==> config.mk <==
export PLATFORM = sky130hd
export DESIGN_NAME = core_dma_mc
export DESIGN_NICKNAME = d
export VERILOG_FILES = /design/src/rtl/core_dma_pkg.sv /design/src/rtl/core_dma_arbiter.sv /design/src/rtl/core_dma_mc.sv
export SDC_FILE = /design/constraint.sdc
export NUM_CORES = 1
export LEC_CHECK = 0
export ABC_AREA = 0
export CAP_MARGIN = 20
export CORE_MARGIN = 2
export CORE_UTILIZATION = 50
export DETAILED_ROUTE_END_ITERATION = 8
export HOLD_SLACK_MARGIN = 0.1
export PLACE_DENSITY_LB_ADDON = 0.15
export SLEW_MARGIN = 20
export SYNTH_ARGS = -nofsm -noshare
export SYNTH_HDL_FRONTEND = slang
export SYNTH_HIERARCHICAL = 1
export SYNTH_SLANG_ARGS = --single-unit
==> constraint.sdc <==
create_clock -name I_clock -period 15.9 [get_ports I_clock]
set_clock_uncertainty 0.2 [all_clocks]
set_input_delay 3.18 -clock I_clock [delete_from_list [all_inputs] [get_ports I_clock]]
set_output_delay 3.18 -clock I_clock [all_outputs]
set_load 0.1 [all_outputs]
==> src/rtl/core_dma_pkg.sv <==
// Shared types and constants for the multi-channel bus-cycle DMA controller.
package core_dma_pkg;

    typedef enum logic [2:0] {
        IDLE  = 3'd0,
        HALT  = 3'd1,
        ALIGN = 3'd2,
        READ  = 3'd3,
        WRITE = 3'd4
    } dma_state_e;

    typedef enum logic {
        MODE_BLOCK  = 1'b0,
        MODE_SINGLE = 1'b1
    } dma_mode_e;

    localparam logic [15:0] DST_ADDR_DEFAULT = 16'h2004;
    localparam logic [15:0] IDLE_ADDR        = 16'h0000;

endpackage

==> src/rtl/core_dma_arbiter.sv <==
// Fixed-priority arbiter: the lowest-index requesting channel wins.
module core_dma_arbiter #(
    parameter int CH_COUNT = 2
) (
    input  logic [CH_COUNT-1:0] req_i,
    output logic [CH_COUNT-1:0] grant_o,
    output logic                valid_o
);

    logic found_s;

    // Scan upward, granting the first set bit and masking all above it.
    always_comb begin
        grant_o = '0;
        found_s = 1'b0;
        for (int i = 0; i < CH_COUNT; i++) begin
            grant_o[i] = req_i[i] & ~found_s;
            found_s    = found_s | req_i[i];
        end
        valid_o = found_s;
    end

endmodule

==> src/rtl/core_dma_mc.sv <==
// Multi-channel DMA controller stealing CPU bus cycles: block copy to a fixed
// destination or single-byte fetch, with per-channel resumable byte index.
module core_dma_mc
    import core_dma_pkg::*;
#(
    parameter int          CH_COUNT = 2,
    parameter int          LEN_W    = 8,
    parameter logic [15:0] DST_ADDR = DST_ADDR_DEFAULT
) (
    input  logic                      I_clock,
    input  logic                      I_reset,
    input  logic                      I_tick,
    input  logic                      I_sync,
    output logic [15:0]               O_addr,
    output logic                      O_rdwr,
    input  logic [7:0]                I_data,
    output logic [7:0]                O_data,
    input  logic [CH_COUNT-1:0]       I_req,
    input  logic [CH_COUNT-1:0]       I_mode,
    input  logic [CH_COUNT*16-1:0]    I_src,
    input  logic [CH_COUNT*LEN_W-1:0] I_len,
    output logic [CH_COUNT-1:0]       O_ack,
    output logic                      O_ready
);

    localparam int CH_W = (CH_COUNT > 1) ? $clog2(CH_COUNT) : 1;
    localparam logic [LEN_W-1:0] IDX_ONE = LEN_W'(1'b1);

    dma_state_e          state_q, state_d;
    logic [CH_COUNT-1:0] pending_q, pending_d;
    logic [15:0]         src_q  [CH_COUNT];
    logic [LEN_W-1:0]    len_q  [CH_COUNT];
    dma_mode_e           mode_q [CH_COUNT];
    logic [LEN_W-1:0]    idx_q  [CH_COUNT];
    logic [LEN_W-1:0]    idx_d  [CH_COUNT];
    logic [CH_W-1:0]     ch_q, ch_d;
    logic [15:0]         addr_q, addr_d;
    logic                rdwr_q, rdwr_d;
    logic [7:0]          data_q, data_d;
    logic [CH_COUNT-1:0] ack_q, ack_d;
    logic                ready_q, ready_d;

    logic [CH_COUNT-1:0] capture_s;
    logic [CH_COUNT-1:0] clear_s;
    logic [CH_COUNT-1:0] cur_oh_s;
    logic [CH_COUNT-1:0] others_s;
    logic [CH_COUNT-1:0] arb_req_s;
    logic [CH_COUNT-1:0] grant_s;
    logic                grant_valid_s;
    logic [CH_W-1:0]     grant_idx_s;
    logic [LEN_W-1:0]    idx_inc_s;
    logic                last_byte_s;

    // Current-channel decode, byte-index increment and arbiter request select.
    always_comb begin
        for (int i = 0; i < CH_COUNT; i++) begin
            cur_oh_s[i] = (ch_q == CH_W'(i));
        end
        others_s    = pending_q & ~cur_oh_s;
        capture_s   = I_req & ~pending_q;
        idx_inc_s   = idx_q[ch_q] + IDX_ONE;
        // A len of zero wraps the LEN_W-bit index back to zero after 2^LEN_W bytes.
        last_byte_s = (idx_inc_s == len_q[ch_q]);
        if ((state_q == WRITE) && last_byte_s) begin
            arb_req_s = others_s;
        end else begin
            arb_req_s = pending_q;
        end
    end

    core_dma_arbiter #(
        .CH_COUNT (CH_COUNT)
    ) u_arbiter (
        .req_i   (arb_req_s),
        .grant_o (grant_s),
        .valid_o (grant_valid_s)
    );

    // One-hot grant to channel index.
    always_comb begin
        grant_idx_s = '0;
        for (int i = 0; i < CH_COUNT; i++) begin
            grant_idx_s = grant_idx_s | (grant_s[i] ? CH_W'(i) : '0);
        end
    end

    // Bus-cycle FSM: next state, channel, index, acknowledge and read data.
    always_comb begin
        state_d = state_q;
        ch_d    = ch_q;
        clear_s = '0;
        ack_d   = '0;
        data_d  = data_q;
        for (int i = 0; i < CH_COUNT; i++) begin
            idx_d[i] = idx_q[i];
        end
        if (I_tick) begin
            case (state_q)
                IDLE: begin
                    if (|pending_q) begin
                        state_d = HALT;
                    end else begin
                        state_d = IDLE;
                    end
                end
                HALT, ALIGN: begin
                    if (!I_sync) begin
                        state_d = ALIGN;
                    end else if (grant_valid_s) begin
                        state_d = READ;
                        ch_d    = grant_idx_s;
                    end else begin
                        state_d = IDLE;
                    end
                end
                READ: begin
                    data_d = I_data;
                    if (mode_q[ch_q] == MODE_SINGLE) begin
                        ack_d   = cur_oh_s;
                        clear_s = cur_oh_s;
                        state_d = (|others_s) ? ALIGN : IDLE;
                    end else begin
                        state_d = WRITE;
                    end
                end
                WRITE: begin
                    if (last_byte_s) begin
                        idx_d[ch_q] = '0;
                        ack_d       = cur_oh_s;
                        clear_s     = cur_oh_s;
                    end else begin
                        idx_d[ch_q] = idx_inc_s;
                    end
                    // Preemption point: a higher-priority pending channel takes the next READ.
                    if (grant_valid_s) begin
                        state_d = READ;
                        ch_d    = grant_idx_s;
                    end else begin
                        state_d = IDLE;
                    end
                end
                default: begin
                    state_d = IDLE;
                end
            endcase
        end else begin
            state_d = state_q;
        end
        pending_d = (pending_q & ~clear_s) | capture_s;
    end

    // Bus address/direction and ready for the cycle being entered.
    always_comb begin
        case (state_d)
            READ: begin
                addr_d = src_q[ch_d] + 16'(idx_d[ch_d]);
                rdwr_d = 1'b1;
            end
            WRITE: begin
                addr_d = DST_ADDR;
                rdwr_d = 1'b0;
            end
            default: begin
                addr_d = IDLE_ADDR;
                rdwr_d = 1'b1;
            end
        endcase
        ready_d = (state_d == IDLE);
    end

    // State, per-channel context and registered bus outputs.
    always_ff @(posedge I_clock or negedge I_reset) begin
        if (!I_reset) begin
            state_q   <= IDLE;
            pending_q <= '0;
            ch_q      <= '0;
            addr_q    <= IDLE_ADDR;
            rdwr_q    <= 1'b1;
            data_q    <= 8'h00;
            ack_q     <= '0;
            ready_q   <= 1'b1;
            for (int i = 0; i < CH_COUNT; i++) begin
                src_q[i]  <= 16'h0000;
                len_q[i]  <= '0;
                mode_q[i] <= MODE_BLOCK;
                idx_q[i]  <= '0;
            end
        end else begin
            state_q   <= state_d;
            pending_q <= pending_d;
            ch_q      <= ch_d;
            addr_q    <= addr_d;
            rdwr_q    <= rdwr_d;
            data_q    <= data_d;
            ack_q     <= ack_d;
            ready_q   <= ready_d;
            for (int i = 0; i < CH_COUNT; i++) begin
                idx_q[i] <= idx_d[i];
                if (capture_s[i]) begin
                    src_q[i]  <= I_src[i*16 +: 16];
                    len_q[i]  <= I_len[i*LEN_W +: LEN_W];
                    mode_q[i] <= dma_mode_e'(I_mode[i]);
                end
            end
        end
    end

    assign O_addr  = addr_q;
    assign O_rdwr  = rdwr_q;
    assign O_data  = data_q;
    assign O_ack   = ack_q;
    assign O_ready = ready_q;

endmodule

# Yosys cells after proc, flatten, opt, wreduce, memory -nomap -nowiden
# Cells that the tools add are included.
# word_totals
word_cells,91
in_bits,64
memories,0
out_inout_bits,28
mem_bits_rw,0
reg_bits,100
mem_bits_ro,0
latchBits,0
# classes
bitwise,15
reduce_logical,8
n_lt_le_gt_ge,3
n_mux,40
n_div,0
n_addsub,2
n_mul,0
eq_ne,7
shift,0
# ops
cell,n
two-way mux 16 bit,6
two-way mux 8 bit,10
case mux 16 bit (2 select lines),1
adder 16 x 8 -> 16 bit,1
bitwise AND 16 bit,1
bitwise mux 16 bit,1
inverter 16 bit,1
two-way mux 2 bit,7
case mux 3 bit (4 select lines),1
equality test 3 x 2 -> 1 bit (second input constant),3
two-way mux 1 bit,9
adder 8 x 1 -> 8 bit (second input constant),1
demux 8 bit (select 1 bit),1
equality test 8 bit,1
bitwise AND 2 bit,3
equality test 3 bit (second input constant),2
zero test 3 bit,2
two-way mux 3 bit,2
inverter 2 bit,3
OR reduction 2 bit,3
greater-or-equal comparator 2 bit (second input constant),2
inverter 1 -> 2 bit,2
case mux 2 bit (2 select lines),1
equality test 3 x 1 -> 1 bit (second input constant),1
other kinds (8),10

# Depth between registers and ports, before layout
# Gate-level depths: netlist of run 1.
# logic_depth
ltp_word,21
mapped_depth,30

# Hierarchy
# The synthesis of run 1 kept the hierarchy.
# modules_own_cells
mod,area_each_um2,n_inst,seq_area_each_um2,cells_each
core_dma_mc,5621.6,1,2504.9,499
core_dma_arbiter,20.0,1,0.0,3

# Worst setup path after synthesis of run 1
# Ideal clock, no wire load.
# synth_timing
kind,input-to-reg
startpoint,input I_tick
endpoint,register addr_q[10] (netlist: O_addr[10])
arrival_time_ns,6.039
required_ns,15.606
setup_ns,0.094
stages,15
path_buffers,1
setup_slack_ns,9.567
cell_sequence,and3_1 > o211ai_1 > o22a_1 > buf_2 > or3_1 > o31ai_1 > a31oi_1 > ha_1 > fa_1 > a21oi_1 > a2bb2oi_1 > a22o_1 > nor2_1 > xnor2_1 > a211oi_1
# synth_between
elab_chain_len,7
word_cells_on_any_way,14
cone_classes,add/sub: 1; eq/ne: 2; mux: 10; bitwise: 1
# synth_rtl
element,line_no,text
from (decl),core_dma_mc.sv:12,"input logic I_tick,"
two-way mux 1 bit,core_dma_mc.sv:97,if (I_tick) begin
inverter 1 -> 2 bit (not written as such),core_dma_mc.sv:156,addr_d = src_q[ch_d] + 16'(idx_d[ch_d]);
two-way mux 16 bit (not written as such) / two-way mux 8 bit (equally long branches) (3 in series),core_dma_mc.sv:156,
adder 16 x 8 -> 16 bit,core_dma_mc.sv:156,
case mux 16 bit (2 select lines) *,core_dma_mc.sv:154,case (state_d)
named net addr_d[10],core_dma_mc.sv:37,"logic [15:0] addr_q, addr_d;"
to (signal assigned),core_dma_mc.sv:192,addr_q <= addr_d;
to (decl),core_dma_mc.sv:37,
# The timed path passes the listed nets; every way through them passes the cells marked *. The select of a mux whose other input is x is not followed.
# A chain may end at the register's enable or synchronous reset.

# Final worst setup path of run 1
# Same ends and word-level chain as after synthesis.

==> results of run 1 <==
==> worst max-delay path, stage by stage <==
cell	delay, ns
clkdlybuf4s50_1	0.74
and3_1	0.23
o211ai_1	0.10
o22a_1	0.39
inv_2	0.71
o21ai_0	0.20
o31ai_1	0.12
a31oi_1	0.08
ha_1	0.27
fa_1	0.41
a21oi_1	0.21
a2bb2oi_1	0.31
a22o_1	0.34
o21a_1	0.18
nor3_1	0.05
a211oi_1	0.29
==> state kept, by name, summed over array words and instances, names as in the netlist <==
signal	cells
ch_q	1
O_ack	2
len_q	16
src_q	32
pending_q	2
idx_q	16
O_data	8
O_rdwr	1
O_ready	1
mode_q	2
state_q	3
O_addr	16
==> per-stage QoR <==
step | setup WS (ns) | cells | hold WS, ns
final | 8.10 | 721 | 0.307
after global routing | 7.80 | 721 | 0.315
after CTS | 8.15 | 721 | 0.308
after detailed placement | 7.88 | 705 | 0.291
after global placement | 8.13 | 705 | 0.286
after floorplan | 9.57 | 501 | 0.275
==> cell type report <==
type | instances | share of cell area [%]
Clock buffer | 9 | 3.28
Clock inverter | 7 | 1.58
Inverter | 6 | 0.328
Multi-Input combinational cell | 364 | 42.2
Sequential cell | 100 | 36.4
Tap cell | 140 | 2.55
Timing Repair Buffer | 95 | 13.6
==> per-layer routing <==
layer | wire length [um] | up-vias | GRT usage [%]
li1 | - | 1981 | -
met1 | 5980 | 2040 | 31.0
met2 | 6250 | 78 | 36.2
met3 | 496 | 14 | 4.76
met4 | 180 | 0 | 6.34
met5 | 0 | - | 0
==> power by group <==
| group | total (mW) | internal (mW) | switching, mW |
|---|---|---|---|
| clock | 0.242 | 0.141 | 0.101 |
| combinational | 0.967 | 0.391 | 0.576 |
| sequential | 0.430 | 0.347 | 0.0822 |
| total | 1.64 | 0.879 | 0.759 |
==> path summary, 6_finish.rpt <==
kind | start | endpoint
worst max-delay path | I_tick | O_addr[10]$_DFF_PN0_
worst min-delay path | len_q[13]$_DFFE_PN0P_ | len_q[13]$_DFFE_PN0P_
worst max register to register | ch_q$_DFF_PN0_ | O_addr[10]$_DFF_PN0_
worst min register to register | len_q[13]$_DFFE_PN0P_ | len_q[13]$_DFFE_PN0P_
max in group asynchronous | I_reset | mode_q[0]$_DFFE_PN0P_
min in group asynchronous | I_reset | O_data[1]$_DFFE_PN0P_
==> cells in the final DEF (no fill, tap or decap), types with 3 or more instances in the layout <==
cell	n
or3_1	4
o21ai_2	3
clkbuf_16	9
o21a_1	8
ha_1	9
nand2_1	42
buf_4	5
o221ai_2	6
inv_1	5
xnor2_1	13
dfrtp_1	98
mux2_2	72
a21o_1	4
nor2_1	21
nand3b_1	4
a211oi_1	5
mux2i_1	21
a31oi_1	3
a211o_1	6
nand3_1	16
nor3_1	19
clkdlybuf4s50_1	90
a21oi_1	11
o31ai_1	16
nand2b_1	3
and3_1	10
o21ai_0	14
xor2_1	9
==> metrics.yaml, run 1 <==
die:
  design.die.area_um2: 12100
  initial_utilization_pct: 51.5
  io_pins: 92
  placementRows: 38
  core_um2: 10900
  die_h_um: 110
  die_w_um: 110
clock_tree:
  clock_path_buffers: 2
  clock-root-buffer: "clkbuf_16"
  cts_resized: 0
  clock_sinks: 100
  clk_latency_ns: 0.35
  cts-hold-fix-buffers: 0
  post_cts_buffers: 0
  cts_tree: "built"
  clk_pin_slew_ns: 0.07
  cts-buffers-inserted: 9
  htree_levels: 3
critical_path:
  rr_worst_depth: 23
  cp.required_ns: 15.94
  crit_path_max_fanout: 43
  worstPathArrival_ns: 7.84
  rrSetupSlack_ns: 8.76
  end_kind: "flip-flop"
  crit_path_start_kind: "input port"
  path_class: "in2reg"
finish:
  diodes: 0
  nNetsFinal: 650
  multi_input_area_um2: 2900
  finish.utilization_pct: 62.9
  drive_gt1_share_pct: 20.1
  seq_area_um2: 2500
  final_area_um2: 6880
  nFillCells: 897
  syn2layout_area_growth_pct: 22.1
grt:
  antenna_found_initial: 0
  first_global_vias: 4191
  grtUsageTotal_pct: 22.5
  grt_pass1_wl_um: 21000
  grt_max_degree: 58
  overflow: 0
drt:
  via_per_inst: 5.70
  antenna_left: 0
  drt-pass1-iter-count: 4
  wl_per_cell_um: 17.9
  drtIter0Drc: 222
  wl_um: 12900
  num_vias: 4113
  drc: 0
placed_design:
  placed_cell_area_um2: 6540
  io_buffer_count: 91
  routabilityCongestion: 0.884
  hpwl_um: 9340
hold_path:
  hp-class: "reg2reg"
  hold_depth: 1
sta:
  finalCritPeriodShare_pct: 49.1
  post-route-min-period_ns: 7.80
  final.setup.tns_ns: 0
  hold_viol_final: 0
  fmax_mhz: 128
  tightest_slew_ns: 1.06
  slew_viol_final: 0
  rsz0062_at_grt: "false"
  setup_viol: 0
  slew_headroom_pct: 29.2
pwr:
  ir_drop_uv: 124
  leakage_nw: 2.93
  power.total_mw: 1.64
  power-per-cell-area_nw_per_um2: 238
job:
  drv_cap: 0
yosys:
  synthCells: 501
  syn_area_um2: 5630
  avgSynthCellArea_um2: 11.2
  syn-num-nets: 575
  yosysWarnings: 6
outcome:
  run_status: "completed"
Power figures use the tool's default switching activity.
==> inputs of run 2 (changes only) <==
Settings changed: CORE_UTILIZATION 50 to 49.
Clock period 15.9 ns to 6.5 ns, I/O delays scaled along.
==> run 2 against run 1 <==
Against the previous run:
- critical path depth is 6 higher
- routed wire length increased by 1.5%
- via count up 3.0%
- critical endpoint is now O_addr[13]$_DFF_PN0_
- clock-buffer cell count is 1 higher
- global-route usage shrank 0.20 points
- critical path type is now reg2reg
- clock power is 120% higher
- die area up 2.0%
- largest cell class unchanged
- register-to-register slack got worse by 8.3 ns
==> metrics.yaml, run 2 (synthesis gave the netlist of run 1 again) <==
finish:
  diodes: 0
  layout_common_cells: "dfrtp_1 (97), clkdlybuf4s50_1 (90), mux2_2 (72)"
  final_area_um2: 6950
  top_register: "src_q"
  syn2layout_area_growth_pct: 23.3
  nNetsFinal: 661
  drive_gt1_share_pct: 22.3
  mostFrequentLayoutCell: "dfrtp_1"
  largest_reg_flops: 32
pwr:
  ir_drop_uv: 374
  power-per-cell-area_nw_per_um2: 578
  power.total_mw: 4.02
  power_switching_mw: 1.87
  p_seq_share_pct: 26.2
  combPwrFrac_pct: 60.3
  p_sw_share_pct: 46.5
  leakage_nw: 2.97
  power.internal_mw: 2.15
  p_clk_share_pct: 13.5
clock_tree:
  clock_path_buffers: 2
  clk_pin_slew_ns: 0.07
  cts-buffers-inserted: 9
  cts_tree: "built"
  clk_latency_ns: 0.35
  clock-root-buffer: "clkbuf_16"
  clock_sinks: 100
  htree_levels: 3
die:
  design.die.area_um2: 12400
  io_pins: 92
  die_h_um: 111
  placementRows: 39
  die_w_um: 111
  initial_utilization_pct: 49.8
  core_um2: 11300
grt:
  first_global_vias: 4364
  grt_max_degree: 72
  overflow: 0
  antenna_found_initial: 0
  grt_pass1_wl_um: 21800
  grtUsageTotal_pct: 22.3
sta:
  tightest_slew_ns: 0.988
  post-route-min-period_ns: 6.08
  setup_viol: 0
  hold_viol_final: 0
  slew_viol_final: 0
  slew_headroom_pct: 33.9
  finalCritPeriodShare_pct: 93.6
  fmax_mhz: 164
hold_path:
  hold_path.startpoint: "src_q[7]$_DFFE_PN0P_"
  hp-class: "reg2reg"
  hold_depth: 1
  hold_end: "src_q[7]$_DFFE_PN0P_"
critical_path:
  cp.required_ns: 6.56
  cp-startpoint: "ch_q$_DFF_PN0_"
  path_class: "reg2reg"
  end_kind: "flip-flop"
  crit_path_start_kind: "flip-flop"
  rrSetupSlack_ns: 0.42
  crit_path_max_fanout: 27
  rr_worst_depth: 22
  reg2reg_to: "O_addr[13]$_DFF_PN0_"
  worstPathArrival_ns: 6.14
  worstReg2RegStart: "ch_q$_DFF_PN0_"
placed_design:
  io_buffer_count: 91
  placed_cell_area_um2: 6610
  routabilityCongestion: 0.871
  hpwl_um: 9440
drt:
  wl_per_cell_um: 17.8
  drt-pass1-iter-count: 4
  via_per_inst: 5.77
  antenna_left: 0
  wl_um: 13100
  num_vias: 4238
  drc: 0
  drtIter0Drc: 159
job:
  drv_cap: 0
outcome:
  run_status: "completed"
==> run 2: stage by stage <==
stage	setup WS, ns	std cells	TNS [ns]	hold slack (ns)	util [%]
2_1_floorplan	0.208	501	0	0.275	-
6_report	0.417	735	0	0.305	61.4
3_3_place_gp	0.379	717	0	0.286	58.4
5_1_grt	-0.0488	735	-0.0865	0.324	61.4
3_5_place_dp	0.233	717	0	0.292	58.4
4_1_cts	0.234	733	0	0.313	61.1
==> run 2: worst max-delay path, cell delays in order, from the launching register on <==
cell	delay [ns]
dfrtp_1	0.41
mux2_2	0.24
ha_1	0.24
nand4b_1	0.17
a22oi_2	0.27
xnor3_4	0.55
and2b_2	0.22
and3_1	0.18
a21boi_0	0.19
or2_1	0.22
and3_1	0.18
o211ai_1	0.09
o22a_1	0.22
inv_4	0.25
buf_4	0.21
mux2_2	0.33
ha_1	0.37
o21ai_0	0.16
a22o_1	0.26
a21o_1	0.26
or3_1	0.37
and3_1	0.19
o31ai_1	0.21
==> run 2: routing by layer <==
layer	part of all wire [%]	GRT usage (%)
met1	43	28.5
met2	49	37.3
met3	5.2	6.07
met4	2.0	6.75
met5	0	0
==> run 2: how the worst max path moves through the flow <==
stage                           end  depth (start not counted)
2_1_floorplan  O_addr[10]$_DFF_PN0_                         28
3_3_place_gp   O_addr[10]$_DFF_PN0_                         23
3_5_place_dp   O_addr[10]$_DFF_PN0_                         23
4_1_cts        O_addr[10]$_DFF_PN0_                         23
5_1_grt        O_addr[13]$_DFF_PN0_                         22
6_report       O_addr[13]$_DFF_PN0_                         22
==> run 2: power by group through the flow <==
stage	sequential (mW)	clock, mW	combinational [mW]
2_1_floorplan	1.40	0	1.53
3_3_place_gp	1.05	0	2.35
3_5_place_dp	1.06	0	2.38
4_1_cts	1.05	0.558	2.39
5_1_grt	1.08	0.589	2.63
6_report	1.05	0.542	2.42
==> run 2: layout make-up <==
cell class	count	area, um2
fillers	942	4370
flip-flops and latches	100	2510
inverters	6	25.0
clock inverters	6	70.1
clock buffers	10	229
multi-input cells	364	2920
well taps	143	179
repair buffers	106	1020
==> run 2: what timing repair did <==
item | CTS | global route
setup buffers | 0 | 2
resized for setup | 0 | 7
hold buffers | 0 | 0
hold endpoints to repair | 0 | 0
setup endpoints to repair | 0 | 6
==> inputs of run 3 (changes only) <==
Settings changed: PLACE_DENSITY set to 0.82, PLACE_DENSITY_LB_ADDON 0.15 to not set.
==> run 3 against run 2 <==
Against the previous run:
- worst setup slack got worse by 0.0062 ns
- die area unchanged
- first-iteration DRC count up 79%
- routed wire length up 0.31%
- combinational power is 2% higher
- register-to-register slack barely moved
- sequential power barely moved
- maximum frequency shrank 0.10%
- sequential share of layout area grew 0.16 points
- critical endpoint is now O_addr[10]$_DFF_PN0_
- highest routed layer unchanged
==> metrics.yaml, run 3 (synthesis gave the netlist of run 1 again) <==
clock_tree:
  cts-buffers-inserted: 9
  clock_path_buffers: 2
  clk_pin_slew_ns: 0.07
  clock_sinks: 100
  clock-root-buffer: "clkbuf_16"
  htree_levels: 3
  cts_tree: "built"
  cts-hold-fix-buffers: 0
  clk_latency_ns: 0.35
finish:
  diodes: 0
  layout_common_cells: "dfrtp_1 (96), clkdlybuf4s50_1 (90), mux2_2 (72)"
  mostFrequentLayoutCell: "dfrtp_1"
  syn2layout_area_growth_pct: 22.8
  final_cells: 731
  nFillCells: 908
  top_register: "src_q"
  drive_gt1_share_pct: 22.4
  final_area_um2: 6920
  finish.utilization_pct: 61.1
  nNetsFinal: 657
  largest_reg_flops: 32
sta:
  final.setup.tns_ns: 0
  slew_viol_final: 0
  fmax_mhz: 164
  slew_headroom_pct: 32.9
  worst_slack_ns: 0.411
  setup_viol: 0
  whs_ns: 0.306
  tightest_slew_ns: 1.00
  post-route-min-period_ns: 6.09
  rsz0062_at_grt: "true"
  hold_viol_final: 0
  finalCritPeriodShare_pct: 93.7
placed_design:
  placed_cell_area_um2: 6590
  place_inst: 714
  io_buffer_count: 91
  pre_cts_ws_ns: 0.249
  routabilityCongestion: 0.865
  hpwl_um: 9240
critical_path:
  crit_path_start_kind: "flip-flop"
  path_class: "reg2reg"
  cp.required_ns: 6.56
  crit_path_max_fanout: 16
  end_kind: "flip-flop"
  worstPathArrival_ns: 6.15
  rrSetupSlack_ns: 0.41
pwr:
  combPwrFrac_pct: 61.2
  p_clk_share_pct: 12.7
  power-per-cell-area_nw_per_um2: 583
  power_switching_mw: 1.90
  p_sw_share_pct: 47.0
  power.total_mw: 4.04
  ir_drop_uv: 548
  leakage_nw: 2.93
  p_seq_share_pct: 26.1
  power.internal_mw: 2.14
die:
  core_um2: 11300
  die_w_um: 111
  design.die.area_um2: 12400
  placementRows: 39
  die_h_um: 111
  initial_utilization_pct: 49.8
  io_pins: 92
grt:
  grtUsageTotal_pct: 21.8
  grt_max_degree: 60
  first_global_vias: 4335
  antenna_found_initial: 0
  overflow: 0
  grt_pass1_wl_um: 21900
hold_path:
  hp-class: "reg2reg"
job:
  drv_cap: 0
drt:
  wl_per_cell_um: 18.0
  num_vias: 4264
  wl_um: 13100
  drt-pass1-iter-count: 4
  drtIter0Drc: 285
  via_per_inst: 5.83
  drc: 0
  antenna_left: 0
outcome:
  run_status: "completed"
run 3: cell types whose count changed in the layout (fill, tap and decap cells not counted), sizes merged:
cell	before	now
buf	16	12
clkbuf	10	9
clkinvlp	0	2
bufinv	1	0
run 3: critical path: stages (launching register included):
cell	delay [ns]
dfrtp_1	0.42
buf_4	0.22
nand4b_4	0.22
a222oi_1	0.51
xnor3_1	0.53
and2b_2	0.25
nand3_1	0.12
o21a_1	0.20
or2_1	0.28
nand2_1	0.11
nor4b_1	0.05
o22a_2	0.29
buf_4	0.20
or3_1	0.35
o31ai_1	0.21
a31oi_1	0.09
ha_1	0.26
fa_1	0.43
a21oi_2	0.19
a2bb2oi_2	0.19
a22o_2	0.24
nor2_1	0.08
xnor2_1	0.13
a211oi_1	0.22
run 3: timing repair:
action	in CTS	in global routing
resized for setup	0	11
hold endpoints to repair	0	0
setup endpoints to repair	0	8
setup buffers	0	1
run 3: path summary, 6_finish.rpt:
kind,startpoint,end,cells after the start
max in group asynchronous,I_reset,idx_q[0]$_DFF_PN0_,2
min in group asynchronous,I_reset,len_q[6]$_DFFE_PN0P_,1
worst max-delay path,ch_q$_DFF_PN0_,O_addr[10]$_DFF_PN0_,23
worst max register to register,ch_q$_DFF_PN0_,O_addr[10]$_DFF_PN0_,23
worst min register to register,len_q[1]$_DFFE_PN0P_,len_q[1]$_DFFE_PN0P_,1
worst min-delay path,len_q[1]$_DFFE_PN0P_,len_q[1]$_DFFE_PN0P_,1
run 3: metal layers:
layer | vias to the layer above | share of wire, % | track usage [%]
met3 | 21 | 5.3 | 3.88
met2 | 158 | 48 | 35.3
met4 | 0 | 1.8 | 7.16
met1 | 2083 | 45 | 29.9
li1 | 2002 | - | -
met5 | - | 0 | 0
run 3: cell type report:
type | instances | area, um2 | area share, %
Clock buffer | 9 | 225 | 3.25
Clock inverter | 7 | 58.8 | 0.850
Tap cell | 143 | 179 | 2.59
Inverter | 6 | 27.5 | 0.398
Sequential cell | 100 | 2510 | 36.2
Timing Repair Buffer | 102 | 991 | 14.3
Multi-Input combinational cell | 364 | 2930 | 42.4
run 3: power by group through the flow:
stage	clock network [mW]	logic (mW)	registers (mW)
after floorplan	0	1.53	1.40
after global placement	0	2.31	1.05
after detailed placement	0	2.37	1.06
after CTS	0.521	2.38	1.05
after global routing	0.544	2.65	1.09
final	0.512	2.47	1.06
==> RTL edit 1: new RTL, config.mk and constraints of run 2 <==
Add an input register stage for `I_mode`, without a reset; this delays it by one clock. The other inputs are not delayed to match.
--- a/src/rtl/core_dma_mc.sv
+++ b/src/rtl/core_dma_mc.sv
@@ -28,2 +28,8 @@
 
+    logic [CH_COUNT-1:0] I_mode_q;
+
+    always_ff @(posedge I_clock) begin
+        I_mode_q <= I_mode;
+    end
+
     dma_state_e          state_q, state_d;
@@ -201,3 +207,3 @@
                     len_q[i]  <= I_len[i*LEN_W +: LEN_W];
-                    mode_q[i] <= dma_mode_e'(I_mode[i]);
+                    mode_q[i] <= dma_mode_e'(I_mode_q[i]);
                 end
Formal check against the unedited RTL: not equivalent (Yosys sat finds a counterexample within 10 cycles, from zero or initial values and one cycle with I_reset low).
==> RTL edit 1 against run 2 <==
Sequential share of layout area increased by 2.0 points; first-iteration DRC count up 42%; sequential cell count rose by 2; area after synthesis is 4.0% lower; non-clock buffer count decreased by 6; routed wire length decreased by 4.8%; critical path depth is 5 higher; maximum frequency up 0.50%; power fell by 21%; final area decreased by 3.8%; worst setup slack better by 0.030 ns; critical path type unchanged; largest cell class unchanged.
==> RTL edit 1: results (changes against run 2) <==
First-pass GRT wire length: 20500 um (was 21800 um)
Worst Hold Path EP: mode_q[1] (was src_q[7])
GR Util All Layers: 22.5% (was 22.3%)
Peak fanout along the critical path: 18 (was 27)
Fill cell count: 897 (was 942)
Syn_nets: 570 (was 575)
Largest net degree at the start of global routing: 52 (was 72)
HPWL after DPL: 9170 um (was 9440 um)
Drt total wl: 12500 um (was 13100 um)
Final antenna-violating net count: 0 (unchanged)
Worst r2r path cells: 27 (was 22)
Reg2reg end: O_addr[14] (was O_addr[13])
Reg2Reg Setup Slack: 0.45 ns (was 0.42 ns)
Layout cells sized above 1: 20.5% (was 22.3%)
# nets final: 658 (was 661)
Iter 0 DRT Violations: 226 (was 159)
Via density: 5.66 (was 5.77)
Status: finished, final reports clean (unchanged)
CTS Buf Count: 9 (unchanged)
Peak VDD IR: 374 uV (about the same)
Placer congestion estimate: 0.910 (was 0.871)
Reg clk slew, reported paths: 0.10 ns (was 0.07 ns)
Port Buffers: 91 (unchanged)
Ratio of final minimum period to clock period: 93.1% (was 93.6%)
Vias in the first global route: 4206 (was 4364)
Slew Limit Headroom: 34.8% (was 33.9%)
Arrival @ worst endpoint: 6.11 ns (was 6.14 ns)
Root Driver: clkbuf_8 (was clkbuf_16)
-- RTL edit 1: cell type report --
type,count,area (um2),area share [%]
timing repair buffer,100,980,14.7
clock inverter,6,93.8,1.40
sequential,102,2550,38.1
inverter,12,47.5,0.712
clock buffer,10,128,1.91
tap,140,175,2.62
multi-input combinational,359,2710,40.6
-- RTL edit 1: how the worst max path moves through the flow --
stage                     startpoint          to  cells after the start  slack [ns]
final                           ch_q  O_addr[14]                     27        0.45
after global routing            ch_q  O_addr[14]                     28        0.02
after CTS                       ch_q  O_addr[14]                     26        0.28
after detailed placement    idx_q[8]  O_addr[14]                     26        0.33
after global placement          ch_q  O_addr[14]                     26        0.57
after floorplan                 ch_q  O_addr[14]                     32        0.06
-- RTL edit 1: stage by stage --
stage / hold slack, ns / instances / setup slack [ns] / power, mW / instance area, um2
2_1_floorplan: 0.239 / 496 / 0.0568 / 2.31 / 5410
3_3_place_gp: 0.261 / 712 / 0.569 / 2.69 / 6440
3_5_place_dp: 0.256 / 712 / 0.331 / 2.72 / 6440
4_1_cts: 0.280 / 728 / 0.277 / 3.17 / 6660
5_1_grt: 0.290 / 729 / 0.0228 / 3.35 / 6680
6_report: 0.273 / 729 / 0.447 / 3.16 / 6680
-- RTL edit 1: report_power, final --
group	total, mW	internal [mW]	switching [mW]
clock network	0.442	0.220	0.221
logic	1.65	0.622	1.03
registers	1.07	0.876	0.191
-- RTL edit 1: critical path, cell delays in order, from the launching register on --
cell and delay [ns]:
dfrtp_1 0.44, mux2_2 0.26, ha_2 0.24, nand4_1 0.14, a22o_1 0.30, xnor2_1 0.13
nor3_1 0.18, and3_1 0.23, nand2_1 0.15, o21a_1 0.23, or2_1 0.26, and2_1 0.22
and3_1 0.20, nor2_2 0.19, inv_4 0.14, nor4_1 0.25, or3_1 0.16, ha_1 0.20
inv_1 0.07, fa_1 0.40, nor2b_1 0.11, o21ai_0 0.09, a21boi_0 0.27, o21ai_0 0.20
a221oi_2 0.30, buf_4 0.17, and3_1 0.14, nor3_1 0.05
-- RTL edit 1: metal layers --
metal / GRT usage [%] / share of wire [%] / up-vias
li1: - / - / 1950
met3: 4.72 / 5.0 / 16
met1: 30.4 / 45 / 2046
met2: 36.4 / 48 / 114
met5: 0 / 0 / -
met4: 7.14 / 1.4 / 0
-- RTL edit 1: what timing repair did --
action                                  4_1_cts  5_1_grt
endpoints found under the hold margin         0        0
endpoints found under the setup margin        0        4
resized for setup                             0        6
setup buffers                                 0        1
==> RTL edit 2: new RTL, config.mk and constraints of run 2 <==
Without the edit above. Change the parameter `LEN_W` from 8 to 4.
--- a/src/rtl/core_dma_mc.sv
+++ b/src/rtl/core_dma_mc.sv
@@ -6,3 +6,3 @@
     parameter int          CH_COUNT = 2,
-    parameter int          LEN_W    = 8,
+    parameter int          LEN_W    = 4,
     parameter logic [15:0] DST_ADDR = DST_ADDR_DEFAULT
Ports: changed (resized I_len); port bits go from 92 to 84. No check against the original RTL was run, so the function may have changed too.
==> RTL edit 2 against run 2 <==
Routed wire length decreased by 24%; area after synthesis decreased by 21%; final area decreased by 19%; die area decreased by 20%; sequential cell count decreased by 16; worst setup slack improved by 0.12 ns; non-clock buffer count decreased by 18; clock power decreased by 25%; critical endpoint is now O_addr[15]; maximum frequency increased by 2.1%; count of clock-buffer cells in the layout unchanged; power decreased by 24%; critical path depth unchanged.
==> RTL edit 2: results (changes against run 2) <==
Status: finished, final reports clean (unchanged)
Worst r2r path cells: 22 (unchanged)
Worst Tran Pin Value: 0.997 ns (was 0.988 ns)
Reg clk slew, reported paths: 0.09 ns (was 0.07 ns)
First-pass GRT wire length: 16600 um (was 21800 um)
HPWL after DPL: 7040 um (was 9440 um)
GR Util All Layers: 21.1% (was 22.3%)
Top layer reached by signal wires: met4 (unchanged)
Ant diodes: 0 (unchanged)
Drt total wl: 9930 um (was 13100 um)
Hold Crit Class: flip-flop to flip-flop (unchanged)
Clk pwr: 0.409 mW (was 0.542 mW)
GR Layer Usage met3: 3.51% (was 6.07%)
Yosys warning total: 6 (unchanged)
DR pass1 iterations: 4 (unchanged)
Vias in the first global route: 3400 (was 4364)
Port Buffers: 83 (was 91)
Placer congestion estimate: 0.847 (was 0.871)
Setup TNS: 0 ns (unchanged)
Crit path to: O_addr[15] (was O_addr[13])
Met2 Use GR: 35.6% (was 37.3%)
Layout cells sized above 1: 22.1% (was 22.3%)
Worst Hold Path EP: O_data[7] (was src_q[7])
Reg with most FFs: src_q (unchanged)
Initial antenna violation count: 0 (unchanged)
Post-DP Area: 5350 um2 (was 6610 um2)
CTS tree: yes (unchanged)
Peak VDD IR: 308 uV (was 374 uV)
CTS Buf Count: 9 (unchanged)
Clk buf depth: 2 (unchanged)
# nets final: 539 (was 661)
Wire length on met3: 449 um (was 684 um)
Fill cell count: 732 (was 942)
Vias: 3355 (was 4238)
Hold Crit Start: O_data[7] (was src_q[7])
Root Driver: clkbuf_8 (was clkbuf_16)
Hold path cells: 1 (unchanged)
Switching power: 1.46 mW (was 1.87 mW)
Syn_nets: 461 (was 575)
CP delay by family, top: compound AO/OA/AOI/OAI gates (unchanged)
Max reg flops: 32 (unchanged)
Drt drc: 0 (unchanged)
Arrival @ worst endpoint: 5.97 ns (was 6.14 ns)
Reg2Reg Setup Slack: 0.54 ns (was 0.42 ns)
Seq pwr: 0.921 mW (was 1.05 mW)
Setup CP Type: flip-flop to flip-flop (unchanged)
DR WL met2: 4820 um (was 6470 um)
CP max-delay cell: o21bai_1 (was xnor3_4)
R2r startpoint: idx_q[4] (was ch_q)
Iter 0 DRT Violations: 126 (was 159)
Worst-skew pair later-pin latency: 0.36 ns
Peak fanout along the critical path: 37 (was 27)
M1 GR Usage: 27.5% (was 28.5%)
Metal1 wirelength: 4430 um (was 5670 um)
Largest net degree at the start of global routing: 85 (was 72)
Seq pwr share: 30.2% (was 26.2%)
Pleak: 2.33 nW (was 2.97 nW)
H-tree Lvls: 3 (unchanged)
CP peak stage delay: 0.66 ns (was 0.55 ns)
## RTL edit 2: area by class of cell
class / count / area share [%]
clock buffers: 10 / 2.46
clock inverters: 4 / 1.34
inverters: 14 / 0.984
multi-input cells: 280 / 39.6
flip-flops and latches: 84 / 37.6
well taps: 108 / 2.42
repair buffers: 88 / 15.5
## RTL edit 2: repair_timing
| action | CTS | global route |
|---|---|---|
| buffers inserted | 0 | 2 |
| setup endpoints to repair | 0 | 12 |
| hold endpoints to repair | 0 | 0 |
| resized for setup | 0 | 4 |
## RTL edit 2: through the flow
stage | setup WS [ns] | hold slack [ns] | util (%) | std cells
final | 0.542 | 0.307 | 63.8 | 588
after floorplan | 0.477 | 0.275 | - | 399
after global placement | 0.369 | 0.285 | 61.1 | 572
after CTS | 0.0846 | 0.312 | 63.5 | 586
after detailed placement | 0.111 | 0.292 | 61.1 | 572
after global routing | 0.0933 | 0.335 | 63.8 | 588
